<file path="src/rtl/patching_controller.sv">
// -----------------------------------------------------------------------------
// patching_controller
//
// Sequencing controller for the activation-patching datapath. A small cache,
// indexed by neuron index, holds the last refreshed activation of each
// neuron. Every accepted activation is compared against its cached entry:
//   - close enough (|in_act - cache| <= threshold, entry valid) -> hit:
//     p=1, the cached value is reused and the cache is left untouched;
//   - otherwise -> miss: p=0, the original is used and the cache entry is
//     refreshed with it.
// The result bundle (a_org, a_cache, p) is registered and presented to the
// patching mux one cycle after acceptance, with valid/ready on both sides.
// A flush request walks the cache invalidating one entry per cycle.
//
// Ports:
//   clk        rising-edge clock
//   rst        asynchronous, active-high reset
//   in_valid   input activation valid
//   in_ready   controller can accept an input this cycle
//   in_act     original activation (unsigned, N bits)
//   in_idx     neuron / cache index of in_act
//   threshold  largest difference still counted as a hit (quasi-static)
//   flush      single-cycle request to invalidate the whole cache
//   out_valid  output bundle valid
//   out_ready  downstream accepts the bundle
//   a_org      registered copy of the accepted activation
//   a_cache    cached activation (pre-update value, 0 if entry invalid)
//   p          patch bit: 1 = reuse cached value, 0 = use original
//   hit_count  saturating hit count since reset or the last flush
//   busy       high while the cache is being flushed
// -----------------------------------------------------------------------------
module patching_controller #(
    parameter int N     = 16,
    parameter int DEPTH = 8,
    parameter int IDX_W = $clog2(DEPTH),
    parameter int CNT_W = 16
) (
    input  logic             clk,
    input  logic             rst,
    input  logic             in_valid,
    output logic             in_ready,
    input  logic [N-1:0]     in_act,
    input  logic [IDX_W-1:0] in_idx,
    input  logic [N-1:0]     threshold,
    input  logic             flush,
    output logic             out_valid,
    input  logic             out_ready,
    output logic [N-1:0]     a_org,
    output logic [N-1:0]     a_cache,
    output logic             p,
    output logic [CNT_W-1:0] hit_count,
    output logic             busy
);

    typedef enum logic {
        RUN   = 1'b0,
        FLUSH = 1'b1
    } state_t;

    state_t state;
    state_t state_next;

    // Cache storage: data plus one valid bit per entry.
    logic [N-1:0]     cache [DEPTH];
    logic [DEPTH-1:0] valid;
    logic [IDX_W-1:0] flush_ptr;

    // Lookup and comparison for the entry addressed by the current input.
    logic             cached_valid;
    logic [N-1:0]     cached_data;
    logic [N:0]       diff;
    logic             hit;
    logic             xfer;
    logic             flush_start;
    logic             flush_last;

    assign cached_valid = valid[in_idx];
    assign cached_data  = cache[in_idx];

    // Absolute difference at N+1 bits so that no operand order can wrap.
    always_comb begin
        if (in_act >= cached_data) begin
            diff = {1'b0, in_act} - {1'b0, cached_data};
        end else begin
            diff = {1'b0, cached_data} - {1'b0, in_act};
        end
    end

    assign hit         = cached_valid && (diff <= {1'b0, threshold});
    assign xfer        = in_valid && in_ready;
    assign flush_start = (state == RUN) && flush;
    assign flush_last  = (state == FLUSH) && (flush_ptr == IDX_W'(DEPTH - 1));

    // -------------------------------------------------------------------------
    // FSM: state register
    // -------------------------------------------------------------------------
    // NOTE: sequential state uses non-blocking (<=) so every register samples
    // the pre-edge values of the others, independent of block order.
    always_ff @(posedge clk or posedge rst) begin
        if (rst) begin
            state <= RUN;
        end else begin
            state <= state_next;
        end
    end

    // -------------------------------------------------------------------------
    // FSM: next-state logic
    // -------------------------------------------------------------------------
    // NOTE: the default assignment at the top keeps this block free of
    // inferred latches whatever branch is taken.
    always_comb begin
        state_next = state;
        unique case (state)
            RUN:   if (flush)      state_next = FLUSH;
            FLUSH: if (flush_last) state_next = RUN;
            default:               state_next = RUN;
        endcase
    end

    // -------------------------------------------------------------------------
    // FSM: outputs
    // -------------------------------------------------------------------------
    // A flush sampled this cycle blocks the input, so no transfer can race
    // with the start of the invalidation walk.
    always_comb begin
        busy     = (state == FLUSH);
        in_ready = (state == RUN) && !flush && (!out_valid || out_ready);
    end

    // -------------------------------------------------------------------------
    // Flush pointer: walks 0..DEPTH-1, one entry per FLUSH cycle. DEPTH is a
    // power of two, so the increment after the last entry returns it to 0.
    // -------------------------------------------------------------------------
    always_ff @(posedge clk or posedge rst) begin
        if (rst) begin
            flush_ptr <= '0;
        end else if (flush_start) begin
            flush_ptr <= '0;
        end else if (state == FLUSH) begin
            flush_ptr <= flush_ptr + 1'b1;
        end
    end

    // -------------------------------------------------------------------------
    // Cache data: refreshed on a miss only.
    // -------------------------------------------------------------------------
    // NOTE: the cache is small enough to live in flops, so it is cleared on
    // reset like any other register; a RAM-backed cache could not be.
    always_ff @(posedge clk or posedge rst) begin
        if (rst) begin
            for (int i = 0; i < DEPTH; i++) begin
                cache[i] <= '0;
            end
        end else if (xfer && !hit) begin
            cache[in_idx] <= in_act;
        end
    end

    // Valid bits: cleared one by one during FLUSH, set on a miss. A transfer
    // requires RUN, so the two updates never coincide.
    always_ff @(posedge clk or posedge rst) begin
        if (rst) begin
            valid <= '0;
        end else if (state == FLUSH) begin
            valid[flush_ptr] <= 1'b0;
        end else if (xfer && !hit) begin
            valid[in_idx] <= 1'b1;
        end
    end

    // -------------------------------------------------------------------------
    // Output register. It keeps draining during FLUSH; only inputs stop.
    // -------------------------------------------------------------------------
    always_ff @(posedge clk or posedge rst) begin
        if (rst) begin
            out_valid <= 1'b0;
            a_org     <= '0;
            a_cache   <= '0;
            p         <= 1'b0;
        end else if (xfer) begin
            out_valid <= 1'b1;
            a_org     <= in_act;
            a_cache   <= cached_valid ? cached_data : '0;
            p         <= hit;
        end else if (out_ready) begin
            out_valid <= 1'b0;
        end
    end

    // -------------------------------------------------------------------------
    // Hit counter: cleared on flush entry, saturates at all-ones.
    // -------------------------------------------------------------------------
    always_ff @(posedge clk or posedge rst) begin
        if (rst) begin
            hit_count <= '0;
        end else if (flush_start) begin
            hit_count <= '0;
        end else if (xfer && hit && (hit_count != '1)) begin
            hit_count <= hit_count + 1'b1;
        end
    end

endmodule

</file>
<file path="config.mk">
export PLATFORM = sky130hd
export DESIGN_NAME = patching_controller
export DESIGN_NICKNAME = d
export VERILOG_FILES = /design/src/rtl/patching_controller.sv
export SDC_FILE = /design/constraint.sdc
export NUM_CORES = 1
export LEC_CHECK = 0
export ABC_AREA = 1
export BUFFER_PORTS_ARGS = -buffer_cell sky130_fd_sc_hd__buf_2
export CAP_MARGIN = 25
export CORE_UTILIZATION = 55
export CTS_BUF_LIST = sky130_fd_sc_hd__clkbuf_2 sky130_fd_sc_hd__clkbuf_4 sky130_fd_sc_hd__clkbuf_8
export CTS_CLUSTER_DIAMETER = 150
export DETAILED_ROUTE_END_ITERATION = 7
export MAX_ROUTING_LAYER = met4
export PLACE_DENSITY_LB_ADDON = 0.25
export SLEW_MARGIN = 20
export SYNTH_ARGS = -nofsm -noshare
export SYNTH_HDL_FRONTEND = slang
export SYNTH_SLANG_ARGS = --single-unit
</file>
<file path="constraint.sdc">
create_clock -name clk -period 18.7 [get_ports clk]
set_clock_uncertainty 0.2 [all_clocks]
set_input_delay 2.805 -clock clk [delete_from_list [all_inputs] [get_ports clk]]
set_output_delay 2.805 -clock clk [all_outputs]
set_load 0.01 [all_outputs]
</file>
After elaboration in Yosys (flattened, before gate mapping) --
Index checks and enable logic that the tools add are counted.
Storage, ports and cells: output and inout bits 52, register bits after elaboration 190
Operators by class: $add $sub $neg 4, reduce and logical (&&, ||, !) cells 20, muxes and demuxes 25, eq/ne operators 2, bitwise operators 5, magnitude comparators 8
Operator list (count):
- 128-bit bitwise mux | 1
- 16-bit 2-to-1 mux | 6
- 16-bit binary-select mux with 3-bit select | 1
- 16-bit demux with 3-bit select | 1
- 16-bit by 16-bit subtractor with 17-bit output | 2
- 17-bit by 16-bit <= comparator with 1-bit output | 1
- 17-bit 2-to-1 mux | 1
- 16-bit by 1-bit adder with 16-bit output, second input constant | 1
- 16-bit greater-or-equal comparator | 1
- 8-bit 2-to-1 mux | 2
- 16-bit != test, second input constant | 1
- 1-bit logical AND | 12
- 8-bit bitwise AND | 1
- 3-bit by 4-bit less-than comparator with 1-bit output, second input constant | 2
- 8-bit NOT | 1
- 8-bit OR | 1
- 2-bit nonzero test | 4
- 1-bit 2-to-1 mux | 7
- 1-bit demux with 3-bit select | 2
- 3-bit by 1-bit greater-or-equal comparator with 1-bit output, second input constant | 2
- 3-bit 2-to-1 mux | 2
- 4-bit greater-or-equal comparator, second input constant | 1
- 4-bit by 1-bit less-than comparator with 1-bit output, second input constant | 1
- 3-bit NOT with 4-bit output | 1
- 7 further kinds | 9

Longest topological paths before layout --
Gate-level depths: netlist (run 1).
depth after elaboration 12, depth in mapped cells 41, depth with buffers taken out 37

Least setup slack after synthesis (run 1) --
OpenSTA, ideal clock, no wires.
path kind input port to flip-flop, from input port in_idx[2], to register cache[102] in the netlist's numbering, path buffers 5, path slack 11.243 ns, data arrival time 7.140 ns, setup time 0.117 ns, required time 18.383 ns, stages on the path 37, cell sequence inv_1 nand3_1 inv_1 clkbuf_1 buf_1 nand2_1 nand4_1 ha_1 a21o_1 a21oi_1 nand3_2 nand2_2 nand2_4 inv_1 clkbuf_1 nand2_1 o21ai_0 xnor2_1 inv_1 ha_1 nand2_1 nor2_1 nand3b_1 nand3_1 nand2_1 nand2_1 nand2_1 nand2_1 nand2_1 nand2_1 nand2_1 nand2_2 buf_12 nand3_4 buf_2 nand2_1 nand2_1
On the way: longest elaborated chain between the ends 10, elaborated cells on any way between the ends 20, classes of those cells add/sub (2); order compare (4); mux (9); bitwise (1); reduce/logical (4)
Ends and longest elaborated chain:
- start, declared | RTL line 43 | input logic [IDX_W-1:0] in_idx,
- 3-bit NOT with 4-bit output (not written as such) | RTL line 78, 156
- 16-bit binary-select mux with 3-bit select | RTL line 78 | assign cached_data = cache[in_idx];
- 16-bit 2-to-1 mux (not written as such) (2 in series) | RTL line 78
- 16-bit by 16-bit subtractor with 17-bit output (tied with other cells) | RTL line 85 | diff = {1'b0, cached_data} - {1'b0, in_act};
- 17-bit 2-to-1 mux | RTL line 82 | if (in_act >= cached_data) begin
- 17-bit by 16-bit <= comparator with 1-bit output | RTL line 89 | assign hit = cached_valid && (diff <= {1'b0, threshold});
- 1-bit logical AND | RTL line 89
- 1-bit logical NOT | RTL line 155 | end else if (xfer && !hit) begin
- 1-bit logical AND | RTL line 155
- end signal, assigned by index | RTL line 156 | cache[in_idx] <= in_act;
- end, declared | RTL line 64 | logic [N-1:0] cache [DEPTH];
Parallel ways exist; a longest one is shown, timed or not. The select of a mux whose other input is x is not followed. A chain may end at the register's enable or synchronous reset.

Final worst setup path (run 1) --
from input port in_idx[1], to register cache[59] in the netlist's numbering
Same word-level chain as after synthesis.

==> results of run 1 <==
-- registers in the layout (all words and copies together) (netlist names) --
| register | flops |
|---|---|
| cache | 128 |
| p | 1 |
| busy | 1 |
| hit_count | 16 |
| out_valid | 1 |
| flush_ptr | 3 |
| a_org | 16 |
| a_cache | 16 |
| valid | 8 |
-- worst max-delay path, delay by kind of cell --
family / cells / cell delay [ns]
xor gates and xnor gates: 1 / 0.18
adders and majority gates: 2 / 0.77
and+or+nand+nor: 23 / 3.22
buffers and inverters: 6 / 1.49
AOI/OAI and AO/OA: 3 / 0.86
-- cell usage after synthesis (2+ instances only) --
cell / instances
a21o_1: 5
a21oi_1: 38
a221oi_1: 22
a22o_1: 34
a22oi_1: 3
buf_1: 16
buf_12: 2
buf_2: 18
buf_6: 10
clkbuf_1: 44
dfrtp_1: 190
fa_1: 2
ha_1: 51
inv_1: 126
inv_2: 10
nand2_1: 477
nand2_2: 7
nand3_1: 41
nand3_2: 2
nand3_4: 8
nand3b_1: 3
nand4_1: 139
nor2_1: 31
nor2_2: 4
nor2_4: 2
nor3_1: 5
nor3b_1: 2
o21a_1: 2
o21ai_0: 64
o21ai_1: 4
o21bai_1: 2
xnor2_1: 10
xor2_1: 16
-- cell type report --
class	instances	area, µm²
flip-flops and latches	190	4750
inverters	136	520
repair buffers	98	508
multi-input cells	984	5400
clock buffers	21	277
clock inverters	11	83.8
fillers	1828	7780
well taps	265	332
-- through the flow --
stage | setup WS [ns] | util, % | power [µW]
6_report | 9.40 | 60.4 | 1480
5_1_grt | 8.84 | 60.4 | 1600
4_1_cts | 9.59 | 60.4 | 1480
3_5_place_dp | 9.05 | 58.6 | 1220
3_3_place_gp | 9.16 | 58.6 | 1200
2_1_floorplan | 10.52 | - | 1070
-- layer usage --
layer  vias up  share of wire (%)  track usage [%]
met3        43                7.1             6.59
met2       325                 46             46.0
met5         -                  0                -
li1       4734                  -                -
met4         0                1.7             9.09
met1      4719                 45             40.3
-- logic make-up (layout without fill, tap and decap cells) --
| family | count (synthesis) | in the layout |
|---|---|---|
| adders and majority gates | 53 | 53 |
| buffers and inverters | 227 | 266 |
| AOI/OAI and AO/OA | 180 | 180 |
| and+or+nand+nor | 724 | 724 |
| xor gates and xnor gates | 26 | 26 |
| muxes | 1 | 1 |
| DFF | 190 | 190 |
-- worst paths after layout --
check / to / depth (start not counted) / startpoint
worst max-delay path: cache[59]$_DFFE_PP0P_ / 35 / in_idx[1]
worst min-delay path: cache[97]$_DFFE_PP0P_ / 2 / cache[97]$_DFFE_PP0P_
worst max register to register: cache[59]$_DFFE_PP0P_ / 31 / cache[7]$_DFFE_PP0P_
worst min register to register: cache[97]$_DFFE_PP0P_ / 2 / cache[97]$_DFFE_PP0P_
max in group asynchronous: cache[89]$_DFFE_PP0P_ / 3 / rst
min in group asynchronous: cache[51]$_DFFE_PP0P_ / 2 / rst
-- power by group through the flow --
stage / Clock [µW] / Combinational, µW / Sequential (µW)
3_5_place_dp: 0 / 599 / 622
5_1_grt: 280 / 687 / 633
6_report: 259 / 599 / 617
4_1_cts: 264 / 600 / 616
3_3_place_gp: 0 / 584 / 621
2_1_floorplan: 0 / 449 / 619
-- layout by cell type (no fill, tap or decap), types with 3 or more instances in the layout --
master / n
nand2_1: 476
dfrtp_1: 190
nand4_1: 139
inv_1: 125
buf_2: 91
o21ai_0: 64
ha_1: 51
nand3_1: 41
a21oi_1: 38
a22o_1: 34
nor2_1: 31
a221oi_1: 22
clkbuf_8: 19
xor2_1: 16
xnor2_1: 10
inv_2: 9
nand3_4: 8
nand2_2: 7
buf_4: 7
a21o_1: 5
nor3_1: 5
o21ai_1: 4
nor2_2: 4
nand3b_1: 3
a22oi_1: 3
clkinvlp_4: 3
clkinv_2: 3
==> results.sh, run 1 <==
export IMPL_status="finished, final reports clean"
export IMPL_clkLatencyLatePin_ns=0.48
export IMPL_placed_area_um2=11500
export IMPL_netlist_instances=1401
export IMPL_worst_pin_slew_ns=0.921
export IMPL_internal_power_uw=857
export IMPL_critPathSlowestCell="buf_4"
export IMPL_ys_flop_type="dfrtp_1"
export IMPL_cp_slowest_stage_delay_ns=0.78
export IMPL_yosys_warnings=0
export IMPL_diodes=0
export IMPL_drive_gt1_share_pct=11.7
export IMPL_cts_path_max_buffers=2
export IMPL_holdBufCountCts=0
export IMPL_dieArea_um2=20800
export IMPL_cp_required_ns=18.87
export IMPL_seqPwrFrac_pct=41.8
export IMPL_synth_area_leaders="dfrtp_1 43%, nand2_1 16%, nand4_1 7.8%"
export IMPL_cp_max_fo=75
export IMPL_cts_buffers=17
export IMPL_clk_pin_slew_ns=0.10
export IMPL_area_delta_synth_final_pct=6.66
export IMPL_p_leak_uw=0.00650
export IMPL_nNetsFinal=1520
export IMPL_dp_cells=1673
export IMPL_cts_tree="yes"
export IMPL_synthMuxAreaShare_pct=0.0899
export IMPL_h_tree_depth=4
export IMPL_ant_nets=0
export IMPL_wl_mm=29.5
export IMPL_final_area_um2=11900
export IMPL_drv_slew=0
export IMPL_grt_use_total_pct=30.2
export IMPL_synth_avg_cell_area_um2=7.95
export IMPL_num_rows=51
export IMPL_grt_antenna_before_repair=0
export IMPL_swShare_pct=41.9
export IMPL_p_comb_share_pct=40.6
export IMPL_start_kind="primary input"
export IMPL_hold_path_class="register to register"
export IMPL_drc=0
export IMPL_grt_overflow_total=0
export IMPL_ys_ff_latch=190
export IMPL_gp_congestion=0.975
export IMPL_ys_seq_area_share_pct=42.7
export IMPL_first_pass_iters=5
export IMPL_grt_pass1_vias=9017
export IMPL_fin_hold_ws_ns=0.281
export IMPL_cp_arrival_ns=9.46
export IMPL_criticalPathCategory="primary input to register"
export IMPL_yosys_area_top_type="dfrtp_1"
export IMPL_pwr_share_clk_pct=17.6
export IMPL_synth_top_family_by_area="simple AND/OR/NAND/NOR gates"
export IMPL_grt_pass1_wl_mm=46.8
export IMPL_netlist_area_leader_share_pct=42.7
export IMPL_die_h_um=144
export IMPL_synth_compound_area_share_pct=10.4
export IMPL_port_buffer_count=91
export IMPL_timing_setup_tns_ns=0
export IMPL_hold_violations=0
export IMPL_fin_crit_sh_pct=49.7
export IMPL_slew_limit_headroom_pct=38.6
export IMPL_synth_distinct_cells=44
export IMPL_switchingPower_uw=619
export IMPL_vias=9821
export IMPL_syn_area_um2=11100
export IMPL_drt_iter0_markers=808
export IMPL_synth_nets=1494
export IMPL_synth_xor_area_share_pct=2.04
export IMPL_finalSetupViolCount=0
export IMPL_crit_top_cell="nand2_1"
export IMPL_grt_max_degree=131
export IMPL_final_cells=1705
export IMPL_synthAdderAreaFrac_pct=6.09
export IMPL_die_x_um=144
export IMPL_max_freq_mhz=108
export IMPL_root_buffer="clkbuf_8"
export IMPL_synth_edf_count=0
export IMPL_synth_simple_gate_area_share_pct=29.8
export IMPL_wl_per_cell_um=17.3
export IMPL_post_drt_via_cell_ratio=5.76
export IMPL_cts_resized=0
export IMPL_end_kind="register"
export IMPL_drv_cap=0
export IMPL_grt_setup_unrepaired="false"
export IMPL_vdd_ir_drop_max_uv=53.0
export IMPL_initial_utilization_pct=56.7
export IMPL_min_period_ns=9.30
export IMPL_io_pins=92
export IMPL_p_per_area_nw_per_um2=124
export IMPL_dp_hpwl_mm=19.1
export IMPL_cts_sinks=190
export IMPL_cts_setup_buffers=0
export IMPL_coreArea_um2=19700
export IMPL_synthArstFlopShare_pct=100
export IMPL_r2r_slack_ns=11.99
Note: power is estimated with default switching activity, not from simulation.
==> run 2, diff against run 1 <==
--- a/config.mk
+++ b/config.mk
@@ -5,7 +5,7 @@
 export SDC_FILE = /design/constraint.sdc
 export NUM_CORES = 1
 export LEC_CHECK = 0
-export ABC_AREA = 1
+export ABC_AREA = 0
 export BUFFER_PORTS_ARGS = -buffer_cell sky130_fd_sc_hd__buf_2
 export CAP_MARGIN = 25
 export CORE_UTILIZATION = 55
==> constraint.sdc (replaced) <==
create_clock -name clk -period 9 [get_ports clk]
set_clock_uncertainty 0.2 [all_clocks]
set_input_delay 1.35 -clock clk [delete_from_list [all_inputs] [get_ports clk]]
set_output_delay 1.35 -clock clk [all_outputs]
set_load 0.01 [all_outputs]
==> results.sh, run 2 <==
export IMPL_end_kind="register"
export IMPL_num_rows=49
export IMPL_synth_avg_cell_area_um2=11.0
export IMPL_ant_nets=0
export IMPL_fin_crit_sh_pct=86.3
export IMPL_grt_pass1_wl_mm=41.0
export IMPL_ys_seq_area_share_pct=46.5
export IMPL_multi_input_area_um2=5030
export IMPL_fin_hold_ws_ns=0.284
export IMPL_drc=18
export IMPL_cts_resized=0
export IMPL_nNetsFinal=1112
export IMPL_cts_setup_buffers=0
export IMPL_gr_max_usage_layer="met2"
export IMPL_synthArstFlopShare_pct=100
export IMPL_synth_nets=1023
export IMPL_gp_congestion=0.942
export IMPL_timing_setup_tns_ns=0
export IMPL_drive_gt1_share_pct=29.5
export IMPL_total_power_uw=2920
export IMPL_area_delta_synth_final_pct=11.8
export IMPL_drv_slew=0
export IMPL_final_cell_mix="190 x dfrtp_1, 125 x mux2_2, 91 x buf_2, 69 x nand2_1, 57 x inv_1"
export IMPL_cts_tree="yes"
export IMPL_wl_mm=25.3
export IMPL_clk_pin_slew_ns=0.11
export IMPL_drv_cap=0
export IMPL_cts_buffers=17
export IMPL_cp_arrival_ns=7.99
export IMPL_synth_edf_count=0
export IMPL_vias=7664
export IMPL_finalSetupViolCount=0
export IMPL_met1_usage_pct=40.1
export IMPL_seq_area_um2=4750
export IMPL_die_x_um=138
export IMPL_coreArea_um2=18100
export IMPL_grt_max_degree=120
export IMPL_gr_usage_met2_pct=43.0
export IMPL_regMostFlops="cache"
export IMPL_start_kind="primary input"
export IMPL_netlist_instances=930
export IMPL_status="finished with violations"
export IMPL_yosys_warnings=0
export IMPL_placed_area_um2=11000
export IMPL_grt_pass1_vias=7426
export IMPL_grt_use_total_pct=28.4
export IMPL_num_fill_cells=1496
export IMPL_synthTopCellsByCount="190 x dfrtp_1, 125 x mux2_2, 70 x nand2_1, 58 x inv_1, 52 x a22oi_1"
export IMPL_die_h_um=138
export IMPL_slew_limit_headroom_pct=38.5
export IMPL_grt_setup_unrepaired="false"
export IMPL_criticalPathCategory="primary input to register"
export IMPL_drt_iter0_markers=777
export IMPL_critPathTopFamily="simple AND/OR/NAND/NOR gates"
export IMPL_post_drt_via_cell_ratio=6.08
export IMPL_port_buffer_count=91
export IMPL_ys_flop_type="dfrtp_1"
export IMPL_grt_antenna_before_repair=0
export IMPL_largest_reg_flops=128
export IMPL_worst_pin_slew_ns=0.923
export IMPL_dieArea_um2=19100
export IMPL_netlist_area_leader_share_pct=46.5
export IMPL_cp_required_ns=9.22
export IMPL_ys_ff_latch=190
export IMPL_hold_violations=0
export IMPL_syn_area_um2=10200
export IMPL_grt_overflow_total=0
export IMPL_root_buffer="clkbuf_8"
export IMPL_p_leak_uw=0.00560
export IMPL_cp_max_fo=30
export IMPL_cts_path_max_buffers=2
export IMPL_hold_path_class="register to register"
export IMPL_max_freq_mhz=129
export IMPL_clkLatencyLatePin_ns=0.49
export IMPL_failed_checks="DRC"
export IMPL_min_period_ns=7.77
export IMPL_initial_utilization_pct=56.6
export IMPL_final_area_um2=11400
export IMPL_p_per_area_nw_per_um2=255
export IMPL_final_common_cell="dfrtp_1"
export IMPL_synth_most_common_cell="dfrtp_1"
export IMPL_worst_path_buf_inv=3
export IMPL_dp_hpwl_mm=17.6
export IMPL_first_pass_iters=8
export IMPL_diodes=0
export IMPL_yosys_area_top_type="dfrtp_1"
export IMPL_wl_per_cell_um=20.0
export IMPL_io_pins=92
export IMPL_holdBufCountCts=0
export IMPL_synth_area_leaders="dfrtp_1 46%, mux2_2 14%, ha_1 6.2%"
export IMPL_cp_slowest_stage_delay_ns=0.58
export IMPL_h_tree_depth=4
export IMPL_cts_sinks=190
export IMPL_grt_use_met3_pct=3.84
export IMPL_critPathSlowestCell="or3_4"
export IMPL_synth_distinct_cells=64
export IMPL_vdd_ir_drop_max_uv=126
[run 2: cell count changes after synthesis, sizes merged, moves of 15 or more]
cell,change
nand2,-415
clkbuf,-24
o31ai,+26
a22oi,+49
o21ai,-23
mux2,+130
buf,-15
nand3,-39
a22o,-27
inv,-77
nor2,-16
nand4,-133
[run 2: final timing paths]
kind	depth (start not counted)	start	slack (ns)	end
setup reg to reg	24	cache[103]$_DFFE_PP0P_	2.39	hit_count[11]$_DFFE_PP0P_
hold reg to reg	2	a_cache[8]$_DFFE_PP0P_	0.28	a_cache[8]$_DFFE_PP0P_
max in group asynchronous	3	rst	6.39	a_org[8]$_DFFE_PP0P_
setup / recovery	27	in_idx[2]	1.23	hit_count[11]$_DFFE_PP0P_
hold / removal	2	a_cache[8]$_DFFE_PP0P_	0.28	a_cache[8]$_DFFE_PP0P_
min in group asynchronous	2	rst	0.78	flush_ptr[1]$_DFFE_PP0P_
[run 2: metrics by stage]
step	setup WS, ns	utilization [%]	instances
final	1.23	63.2	1261
after global routing	0.796	63.2	1261
after CTS	1.30	63.2	1261
after detailed placement	0.765	60.9	1229
after global placement	0.904	60.9	1229
after floorplan	1.44	-	930
[run 2: area by class of cell]
cell class	instances	share of cell area (%)
timing repair buffer	122	6.23
clock buffer	17	2.05
inverter	59	2.00
sequential	190	41.6
multi-input combinational	629	44.0
clock inverter	15	1.67
tap	229	2.50
[run 2: power breakdown]
group | switching, µW | total (µW) | internal, µW
Sequential | 150 | 1250 | 1100
Combinational | 582 | 1070 | 490
Clock | 354 | 593 | 239
Total | 1090 | 2920 | 1830
[run 2: kinds of logic after synthesis]
kind of cell             after synthesis  share of synthesized area [%]
adder cells (fa/ha/maj)               53                           6.63
buffers and inverters                111                           4.81
AND/OR/NAND/NOR                      193                           10.3
AO/OA/AOI/OAI                        230                           15.4
multiplexers                         138                           15.1
flip-flops                           190                           46.5
XOR/XNOR                              15                           1.28
[run 2: per-layer routing]
metal  share of wire (%)  vias up  routed length, µm
met4                 1.5        0                374
met5                   0        -                  0
met3                 5.1       29               1300
met1                  47     3849              11800
li1                    -     3572                  -
met2                  47      214              11800
[run 2: worst min-delay path, cell delays in order, from the launching register on]
cell,delay [ns]
dfrtp_1,0.35
nand2_1,0.05
o31ai_1,0.05
